## src/rtl/sensor_cond_pkg.sv

```systemverilog
// Shared types and helpers for the sensor sample conditioner.
package sensor_cond_pkg;

  localparam int unsigned DW_DEF  = 16;
  // Width of the generic clamp helper; DW up to this width is supported.
  localparam int unsigned CLAMP_W = 32;

  typedef enum logic {
    FILL = 1'b0,
    RUN  = 1'b1
  } fill_state_e;

  // Unsigned clamp of v into [lo, hi].
  function automatic logic [CLAMP_W-1:0] clamp_val(
    input logic [CLAMP_W-1:0] v,
    input logic [CLAMP_W-1:0] lo,
    input logic [CLAMP_W-1:0] hi
  );
    logic [CLAMP_W-1:0] r;
    r = v;
    if (v < lo) begin
      r = lo;
    end else if (v > hi) begin
      r = hi;
    end
    return r;
  endfunction

endpackage

```

## src/rtl/median3.sv

```systemverilog
// Combinational median of three unsigned values.
module median3
  import sensor_cond_pkg::*;
#(
  parameter int unsigned DW = DW_DEF
) (
  input  logic [DW-1:0] a_i,
  input  logic [DW-1:0] b_i,
  input  logic [DW-1:0] c_i,
  output logic [DW-1:0] med_o
);

  logic [DW-1:0] lo_ab;
  logic [DW-1:0] hi_ab;
  logic [DW-1:0] mid;

  // median = max(min(a,b), min(max(a,b), c))
  always_comb begin
    lo_ab = (a_i < b_i) ? a_i : b_i;
    hi_ab = (a_i < b_i) ? b_i : a_i;
    mid   = (hi_ab < c_i) ? hi_ab : c_i;
    med_o = (lo_ab > mid) ? lo_ab : mid;
  end

endmodule

```

## src/rtl/sensor_sample_conditioner.sv

```systemverilog
// Sensor sample conditioner: median-of-3 spike rejection, clamping, held
// measurement output and stale-input detection for the kalman_filter.
// Optional spike counter is built when SENSOR_COND_SPIKE_CNT_EN is defined.
module sensor_sample_conditioner
  import sensor_cond_pkg::*;
#(
  parameter int unsigned DW        = DW_DEF,
  parameter int unsigned MIN_VAL   = 0,
  parameter int unsigned MAX_VAL   = 1000,
  parameter int unsigned TIMEOUT   = 1000,
  parameter int unsigned SPIKE_THR = 64
) (
  input  logic          clk,
  input  logic          rst_n,
  input  logic          flush,
  input  logic          s_valid,
  output logic          s_ready,
  input  logic [DW-1:0] s_data,
  output logic [DW-1:0] measurement,
  output logic          meas_valid,
  output logic          stale,
  output logic [15:0]   spike_cnt
);

  localparam int unsigned IDLE_W = $clog2(TIMEOUT + 1);

  // Elaboration-time parameter sanity checks.
  if (MAX_VAL < MIN_VAL) begin : g_err_bounds
    $error("sensor_sample_conditioner: MAX_VAL must be >= MIN_VAL");
  end
  if (TIMEOUT < 2) begin : g_err_timeout
    $error("sensor_sample_conditioner: TIMEOUT must be >= 2");
  end
  if (64'(SPIKE_THR) >= (64'd1 << DW)) begin : g_err_thr
    $error("sensor_sample_conditioner: SPIKE_THR must fit in DW bits");
  end

  logic              rdy_q;
  logic              accept_c;
  logic              stage2_en_c;

  logic [DW-1:0]     w0_q, w1_q, w2_q;
  logic [DW-1:0]     w0_d, w1_d, w2_d;
  logic              v1_q, v1_d;

  fill_state_e       state_q;
  logic [1:0]        fill_cnt_q;

  logic [DW-1:0]     med_c;
  logic [DW-1:0]     sel_c;
  logic [DW-1:0]     clamped_c;

  logic [DW-1:0]     meas_q, meas_d;
  logic              meas_valid_q, meas_valid_d;

  logic [IDLE_W-1:0] idle_q, idle_d;
  logic              stale_q, stale_d;

  assign s_ready     = rdy_q & ~flush;
  assign accept_c    = s_valid & s_ready;
  // A stage-1 result still in flight is dropped when flush is asserted.
  assign stage2_en_c = v1_q & ~flush;

  assign measurement = meas_q;
  assign meas_valid  = meas_valid_q;
  assign stale       = stale_q;

  median3 #(.DW(DW)) u_median3 (
    .a_i   (w0_q),
    .b_i   (w1_q),
    .c_i   (w2_q),
    .med_o (med_c)
  );

  // Stage 1: sample window shift, flush clear, and in-flight flag.
  always_comb begin
    w0_d = w0_q;
    w1_d = w1_q;
    w2_d = w2_q;
    v1_d = accept_c;
    if (flush) begin
      w0_d = '0;
      w1_d = '0;
      w2_d = '0;
    end else if (accept_c) begin
      w0_d = s_data;
      w1_d = w0_q;
      w2_d = w1_q;
    end
  end

  // Fill tracking: pass-through until three samples are held, then median.
  always_ff @(posedge clk or negedge rst_n) begin
    if (!rst_n) begin
      state_q    <= FILL;
      fill_cnt_q <= 2'd0;
    end else if (flush) begin
      state_q    <= FILL;
      fill_cnt_q <= 2'd0;
    end else if (accept_c) begin
      case (state_q)
        FILL: begin
          fill_cnt_q <= fill_cnt_q + 2'd1;
          if (fill_cnt_q == 2'd2) begin
            state_q <= RUN;
          end
        end
        RUN: begin
          state_q <= RUN;
        end
        default: begin
          state_q    <= FILL;
          fill_cnt_q <= 2'd0;
        end
      endcase
    end
  end

  // Stage 2: select median or newest sample, clamp, and hold the result.
  always_comb begin
    sel_c        = (state_q == RUN) ? med_c : w0_q;
    clamped_c    = DW'(clamp_val(CLAMP_W'(sel_c), CLAMP_W'(MIN_VAL), CLAMP_W'(MAX_VAL)));
    meas_d       = meas_q;
    meas_valid_d = stage2_en_c;
    if (stage2_en_c) begin
      meas_d = clamped_c;
    end
  end

  // Idle counting and stale flag; flush leaves the idle count untouched.
  always_comb begin
    idle_d  = idle_q;
    stale_d = (idle_q == IDLE_W'(TIMEOUT));
    if (accept_c) begin
      idle_d = '0;
    end else if (!flush && (idle_q != IDLE_W'(TIMEOUT))) begin
      idle_d = idle_q + IDLE_W'(1);
    end
  end

  // Register bank for the datapath and status outputs.
  always_ff @(posedge clk or negedge rst_n) begin
    if (!rst_n) begin
      rdy_q        <= 1'b0;
      w0_q         <= '0;
      w1_q         <= '0;
      w2_q         <= '0;
      v1_q         <= 1'b0;
      meas_q       <= '0;
      meas_valid_q <= 1'b0;
      idle_q       <= '0;
      stale_q      <= 1'b0;
    end else begin
      rdy_q        <= 1'b1;
      w0_q         <= w0_d;
      w1_q         <= w1_d;
      w2_q         <= w2_d;
      v1_q         <= v1_d;
      meas_q       <= meas_d;
      meas_valid_q <= meas_valid_d;
      idle_q       <= idle_d;
      stale_q      <= stale_d;
    end
  end

`ifdef SENSOR_COND_SPIKE_CNT_EN
  logic [DW-1:0] diff_c;
  logic          spike_c;
  logic [15:0]   spike_q, spike_d;

  // Count RUN-mode results whose newest sample strays too far from the median.
  always_comb begin
    diff_c  = (w0_q >= med_c) ? (w0_q - med_c) : (med_c - w0_q);
    spike_c = (CLAMP_W'(diff_c) > CLAMP_W'(SPIKE_THR));
    spike_d = spike_q;
    if (stage2_en_c && (state_q == RUN) && spike_c && (spike_q != 16'hFFFF)) begin
      spike_d = spike_q + 16'd1;
    end
  end

  // Spike counter survives flush, cleared only by reset.
  always_ff @(posedge clk or negedge rst_n) begin
    if (!rst_n) begin
      spike_q <= 16'd0;
    end else begin
      spike_q <= spike_d;
    end
  end

  assign spike_cnt = spike_q;
`else
  assign spike_cnt = 16'd0;
`endif

endmodule

```

## config.mk

```make
export PLATFORM = sky130hd
export DESIGN_NAME = sensor_sample_conditioner
export DESIGN_NICKNAME = d
export VERILOG_FILES = /design/src/rtl/sensor_cond_pkg.sv /design/src/rtl/median3.sv /design/src/rtl/sensor_sample_conditioner.sv
export SDC_FILE = /design/constraint.sdc
export NUM_CORES = 1
export LEC_CHECK = 0
export CAP_MARGIN = 20
export CORE_UTILIZATION = 25
export CTS_BUF_LIST = sky130_fd_sc_hd__clkbuf_8
export DETAILED_ROUTE_END_ITERATION = 7
export SLEW_MARGIN = 20
export SYNTH_ARGS = -nofsm -noshare
export SYNTH_HDL_FRONTEND = slang
export SYNTH_SLANG_ARGS = --single-unit
```

## constraint.sdc

```tcl
create_clock -name clk -period 22.9 [get_ports clk]
set_input_delay 2.29 -clock clk [delete_from_list [all_inputs] [get_ports clk]]
set_output_delay 2.29 -clock clk [all_outputs]
set_load 0.03 [all_outputs]
```

==> results of run 1 <==
## power groups by stage
stage	sequential [mW]	clock (mW)	combinational, mW
global placement	0.166	0	0.159
floorplan	0.170	0	0.114
global route	0.165	0.129	0.178
detailed placement	0.166	0	0.159
finish	0.163	0.119	0.161
CTS	0.163	0.122	0.160
## worst max-delay path: cells and delay by family, from the launching register on
kind / cells / cell delay [ns]
flip-flops: 1 / 0.47
AO/OA/AOI/OAI: 12 / 3.62
AND/OR/NAND/NOR: 8 / 2.48
adder cells (fa/ha/maj): 3 / 0.94
buffers and inverters: 3 / 0.58
## final cells by class
cell class	instances	area, um2
well taps	275	344
clock inverters	7	93.8
multi-input cells	459	3020
repair buffers	43	423
clock buffers	9	124
flip-flops and latches	81	2030
fillers	2248	14900
inverters	43	161
## flip-flops by register name, indices dropped and copies added, names as in the netlist
name,cells
w2_q,16
meas_valid,1
stale,1
v1_q,1
rdy_q,1
fill_cnt_q,2
w0_q,16
idle_q,10
state_q,1
measurement,16
w1_q,16
## how the worst min path moves through the flow
stage | to | slack [ns] | cells after the start
finish | measurement[10] | 0.49 | 1
global route | measurement[10] | 0.50 | 1
CTS | w2_q[12] | 0.49 | 2
detailed placement | w2_q[12] | 0.46 | 2
global placement | w2_q[14] | 0.46 | 2
floorplan | w2_q[11] | 0.45 | 2
## cell families (layout without fill, tap and decap cells)
| family | count (synthesis) | after routing | share of synthesized area |
|---|---|---|---|
| and+or+nand+nor | 198 | 198 | 0.173 |
| other | 2 | 17 | 0.00140 |
| buffers and inverters | 90 | 102 | 0.0758 |
| muxes | 22 | 22 | 0.0439 |
| AOI/OAI and AO/OA | 165 | 165 | 0.202 |
| adders and majority gates | 49 | 49 | 0.114 |
| DFF | 81 | 81 | 0.377 |
| xor gates and xnor gates | 8 | 8 | 0.0130 |
## layout by cell type (no fill, tap or decap), drive strengths merged, types with 5 or more instances in the layout
cell,count
clkbuf,9
nand4,8
xor2,5
nor4,5
o21ai,63
mux2i,9
nor2,36
nand3,9
a21oi,30
nand2,89
and2,9
inv,44
mux2,13
clkdlybuf4s50,36
o31ai,34
dfrtp,81
ha,49
nor3,6
buf,7
nand2b,20
conb,17
## per-stage QoR
step / power [mW] / cells / utilization
3_5_place_dp: 0.325 / 900 / 0.282
6_report: 0.442 / 917 / 0.293
5_1_grt: 0.471 / 917 / 0.293
3_3_place_gp: 0.324 / 900 / 0.282
2_1_floorplan: 0.284 / 630 / -
4_1_cts: 0.445 / 916 / 0.293
## layer usage
layer  up-vias  global-route usage  wire length (um)
met5         -                   0                 0
met4         0              0.0423               207
met3        14              0.0331               713
met2       117               0.195              5900
met1      2066               0.193              6950
li1       2173                   -                 -
==> summary.md, run 1 <==
| Metric | Value |
|---|---|
| Placement Rows | `53` |
| Logic pwr share | `0.364` |
| Slowest stage cell on the critical path | `a31oi_1` |
| Finished Cell Area | `0.00619 mm2` |
| Clock Sinks | `81` |
| Pre-CTS setup slack | `14.90 ns` |
| Synth Register Bits | `81` |
| Post-synth top area share | `0.377` |
| Tmin final | `8.16 ns` |
| Crit. End Element | `flip-flop` |
| Slew headroom | `0.338` |
| Max stage delay on crit path | `0.75 ns` |
| H-tree levels | `3` |
| I/O Buffers | `38` |
| Leak | `2.58 nW` |
| Netlist cell types | `59` |
| CP Data Required Time | `23.22 ns` |
| Routed Antenna Nets | `0` |
| Final nets | `706` |
| Unrepaired setup endpoints after global routing | `false` |
| Worst-path clk slew | `0.09 ns` |
| Hold slack | `0.486 ns` |
| Most numerous cell in the Yosys netlist | `nand2_1` |
| CP Capture Point | `measurement[3]` |
| Share of layout cells above drive strength 1 | `0.0717` |
| Post-CTS Setup Bufs | `0` |
| Type of origin of the critical path | `flip-flop` |
| Core area | `0.0211 mm2` |
| Worst Setup SP | `w1_q[8]` |
| Power share of the clock group | `0.268` |
| Reg power frac | `0.368` |
| Num CTS Buffers | `9` |
| Initial antenna violation count | `0` |
| Warnings, synthesis | `0` |
| Clock Path Buffers | `2` |
| R2R depth | `26` |
| Clk Latency, worst-skew pair | `0.38 ns` |
| Cell Area, Synth | `0.00538 mm2` |
| Largest net degree at the start of global routing | `109` |
| Final Worst Setup Slack | `14.74 ns` |
| Top_reg_cell synth | `dfrtp_1` |
| Crit share post-route | `0.356` |
| Worst reg2reg setup slack | `14.74 ns` |
| Vias | `4370` |
| Root buf cell | `clkbuf_8` |
| PwrDens | `71.5 mW/mm2` |
| Die X | `149 um` |
| Avg WL per Cell | `15.0 um` |
| Sw Share | `0.378` |
| Reg2Reg Launch Point | `w1_q[8]` |
| Share of flip-flops with an asynchronous set or reset | `1.00` |
| Hold WC Path Type | `reg -> reg` |
| CTS tree | `yes` |
| Chip height | `149 um` |
| Initial DRC Count | `333` |
| Post-route DRC | `0` |
| Synth top area cells | `dfrtp_1, ha_1, nand2_1` |
| Sw power | `0.167 mW` |
| Die area | `0.0221 mm2` |
| FMAX | `0.123 GHz` |
| Syn_area_per_cell | `8.75 um2` |
| GP Congestion | `0.882` |
| Placed standard-cell area | `0.00595 mm2` |
| Ports | `55` |
| Most frequent cells after synthesis | `nand2_1, dfrtp_1, o21ai_0, ha_1, inv_1` |
| Dpl hpwl | `9860 um` |
| Register area share after synthesis | `0.377` |
| Crit Path Max Fanout | `31` |
| Synth Instances | `615` |
| GRT overflow | `0` |
| Status | `finished clean` |
| Starting Density | `0.255` |
| Cell taking the most area after synthesis | `dfrtp_1` |
| Crit path top cell by count | `ha_1` |
| Max cap viols | `0` |
| Vias in the first global route | `4195` |
| Fin. max-slew vios | `0` |
| Kind of critical path | `reg -> reg` |
| Inserted Diodes | `0` |
| First-pass DRT Iterations | `7` |
| P_int | `0.275 mW` |
| Fin. Hold Viols | `0` |
| Setup violators final | `0` |
| Hold path start | `measurement[10]` |
| Post-CTS resize count | `0` |
| Critical Path AT | `8.48 ns` |
| Area grow syn2layout | `15.0%` |
| GRT Overall Usage | `0.134` |
| Setup Skew | `0.0150 ns` |
| Slew @ Worst Pin | `0.989 ns` |
| Worst vdd ir | `0.0337 mV` |
| Final TNS setup | `0 ns` |
| Total wire length | `13800 um` |
| Via density | `4.77` |
| CTS Hold Bufs | `0` |
| Post-synth EDFFs | `0` |
| First-pass GRT wire length | `22900 um` |
| FF-to-FF End | `measurement[3]` |
Note: power is estimated with default switching activity, not from simulation.
==> run 2, diff against run 1 <==
==> constraint.sdc (replaced) <==
create_clock -name clk -period 7.63 [get_ports clk]
set_input_delay 0.763 -clock clk [delete_from_list [all_inputs] [get_ports clk]]
set_output_delay 0.763 -clock clk [all_outputs]
set_load 0.03 [all_outputs]
==> run 2 against run 1 <==
Against the previous run: routed wire length up 1.4%; design area is 0.87% higher; clock-buffer cell count rose by 1; combinational power grew to 3.2 times the previous value; hold slack got worse by 0.18 ns; register-to-register slack got worse by 14 ns; global-route usage decreased by 0.25 points; core utilization grew 0.26 points; clock power rose to 2.7 times the previous value; critical path depth is 1 lower; clock skew fell by 0.0020 ns; highest routed layer unchanged.
==> summary.md, run 2 (same netlist as run 1, synthesis figures left out) <==
| Metric | Value |
|---|---|
| First-pass GRT wire length | `22500 um (was 22900 um)` |
| Die area | `0.0221 mm2 (unchanged)` |
| Slew headroom | `0.307 (was 0.338)` |
| Ports | `55 (unchanged)` |
| First-pass DRT Iterations | `5 (was 7)` |
| Final Non-Filler Cells | `928 (was 917)` |
| Post-CTS Setup Bufs | `0 (unchanged)` |
| Via density | `4.87 (was 4.77)` |
| Total wire length | `14000 um (was 13800 um)` |
| Post-CTS resize count | `0 (unchanged)` |
| Reg power frac | `0.366 (was 0.368)` |
| Worst-path clk slew | `0.09 ns (about the same)` |
| Setup violators final | `0 (unchanged)` |
| Sw power | `0.509 mW (was 0.167 mW)` |
| Placement Rows | `53 (unchanged)` |
| Max stage delay on crit path | `0.56 ns (was 0.75 ns)` |
| Starting Density | `0.255 (unchanged)` |
| CP Data Required Time | `7.89 ns (was 23.22 ns)` |
| Power share of the clock group | `0.245 (was 0.268)` |
| Leak | `2.63 nW (was 2.58 nW)` |
| Critical Path AT | `7.55 ns (was 8.48 ns)` |
| Crit share post-route | `0.955 (was 0.356)` |
| Dpl hpwl | `10000 um (was 9860 um)` |
| Inserted Diodes | `0 (unchanged)` |
| Chip height | `149 um (unchanged)` |
| Vias in the first global route | `4296 (was 4195)` |
| Area grow syn2layout | `16.0% (was 15.0%)` |
| Initial DRC Count | `375 (was 333)` |
| FF/Latch Area | `0.00203 mm2 (unchanged)` |
| Final TNS setup | `0 ns (unchanged)` |
| Slowest stage cell on the critical path | `or4_4 (was a31oi_1)` |
| Most common cell after layout, fill and taps aside | `nand2_1 (unchanged)` |
| Fin. Hold Viols | `0 (unchanged)` |
| Fin. max-slew vios | `0 (unchanged)` |
| CTS tree | `yes (unchanged)` |
| Clock Sinks | `81 (unchanged)` |
| Routed Antenna Nets | `0 (unchanged)` |
| Hold WC Path Type | `in -> async (was reg -> reg)` |
| Avg WL per Cell | `15.0 um (about the same)` |
| Most frequent cells in the layout | `nand2_1, dfrtp_1, o21ai_0 (unchanged)` |
| I/O Buffers | `38 (unchanged)` |
| Status | `finished clean (unchanged)` |
| Area of the multi-input gates | `0.00303 mm2 (was 0.00302 mm2)` |
| FILL cells | `2284 (was 2248)` |
| Clk Latency, worst-skew pair | `0.39 ns (was 0.38 ns)` |
| PwrDens | `212 mW/mm2 (was 71.5 mW/mm2)` |
| Max cap viols | `0 (unchanged)` |
| GP Congestion | `0.898 (was 0.882)` |
| Crit. End Element | `flip-flop (unchanged)` |
| Setup Skew | `0.0130 ns (was 0.0150 ns)` |
| GRT overflow | `0 (unchanged)` |
| Cell total after placement | `911 (was 900)` |
| Num CTS Buffers | `9 (unchanged)` |
| Kind of critical path | `reg -> reg (unchanged)` |
| Worst vdd ir | `0.105 mV (was 0.0337 mV)` |
| Clock Path Buffers | `2 (unchanged)` |
| P_int | `0.815 mW (was 0.275 mW)` |
| CTS Hold Bufs | `0 (unchanged)` |
| R2R depth | `25 (was 26)` |
| Largest net degree at the start of global routing | `109 (unchanged)` |
| Type of origin of the critical path | `flip-flop (unchanged)` |
| Post-route DRC | `0 (unchanged)` |
| Sw Share | `0.385 (was 0.378)` |
| Final nets | `717 (was 706)` |
| Root buf cell | `clkbuf_8 (unchanged)` |
| Initial antenna violation count | `0 (unchanged)` |
| Core area | `0.0211 mm2 (unchanged)` |
| Logic pwr share | `0.389 (was 0.364)` |
| Crit Path Max Fanout | `22 (was 31)` |
| Met3 GRT Util | `0.0374 (was 0.0331)` |
| Vias | `4516 (was 4370)` |
| Crit path top cell by count | `ha_1 (unchanged)` |
| Tmin final | `7.29 ns (was 8.16 ns)` |
| Share of layout cells above drive strength 1 | `0.0873 (was 0.0717)` |
| GRT Overall Usage | `0.132 (was 0.134)` |
| FMAX | `0.137 GHz (was 0.123 GHz)` |
| H-tree levels | `3 (unchanged)` |
| Met2 usage | `0.197 (was 0.195)` |
| GR peak layer | `met2 (unchanged)` |
| Unrepaired setup endpoints after global routing | `false (unchanged)` |
| Slew @ Worst Pin | `1.04 ns (was 0.989 ns)` |
| M1 GR Usage | `0.181 (was 0.193)` |
| Die X | `149 um (unchanged)` |
==> run 2: changes by cell type in the layout (fill, tap and decap cells not counted), sizes merged <==
cell	delta
buf	+10
bufinv	-1
clkbuf	+1
clkinv	-1
inv	+1
or2	+1
==> run 2: layout make-up <==
| cell class | instances | share of cell area |
|---|---|---|
| flip-flops and latches | 81 | 0.325 |
| well taps | 275 | 0.0551 |
| clock buffers | 10 | 0.0220 |
| clock inverters | 6 | 0.00942 |
| repair buffers | 53 | 0.0778 |
| multi-input cells | 460 | 0.485 |
| inverters | 43 | 0.0259 |
==> run 2: stage by stage <==
stage | hold WS, ns | power (mW) | setup WS, ns | area [um2] | util
6_report | 0.306 | 1.32 | 0.342 | 6240 | 0.296
3_5_place_dp | 0.467 | 0.996 | 0.131 | 6030 | 0.286
5_1_grt | 0.324 | 1.41 | 0.0310 | 6240 | 0.296
2_1_floorplan | 0.449 | 0.853 | 0.326 | 5440 | -
4_1_cts | 0.304 | 1.33 | 0.0964 | 6230 | 0.295
3_3_place_gp | 0.457 | 0.992 | 0.302 | 6030 | 0.286
==> run 2: power by group through the flow <==
stage	logic (mW)	clock network [mW]	registers [mW]
2_1_floorplan	0.342	0	0.512
3_3_place_gp	0.500	0	0.492
3_5_place_dp	0.502	0	0.494
4_1_cts	0.505	0.339	0.485
5_1_grt	0.561	0.356	0.489
6_report	0.516	0.324	0.485
==> run 2: layer usage <==
metal | share of wire | wire (um) | vias to the layer above
li1 | - | - | 2199
met1 | 0.49 | 6790 | 2165
met2 | 0.43 | 6060 | 126
met3 | 0.060 | 831 | 26
met4 | 0.020 | 281 | 0
met5 | 0 | 0 | -
==> run 2: critical path: cells and delay by family (launching register included) <==
family	cells	cell delay (ns)
adder cells (fa/ha/maj)	3	0.99
flip-flops	1	0.48
buffers and inverters	2	0.45
multiplexers	1	0.14
AO/OA/AOI/OAI	11	2.83
AND/OR/NAND/NOR	8	2.25
==> run 2: path summary, 6_finish.rpt <==
| kind | from | slack, ns | end |
|---|---|---|---|
| worst max-delay path | w0_q[14] | 0.34 | measurement[0] |
| worst min-delay path | rst_n | 0.31 | measurement[3] |
| worst max register to register | w0_q[14] | 0.34 | measurement[0] |
| worst min register to register | w1_q[11] | 0.48 | w2_q[11] |
| max in group asynchronous | rst_n | 6.30 | stale |
| min in group clk | w1_q[11] | 0.48 | w2_q[11] |
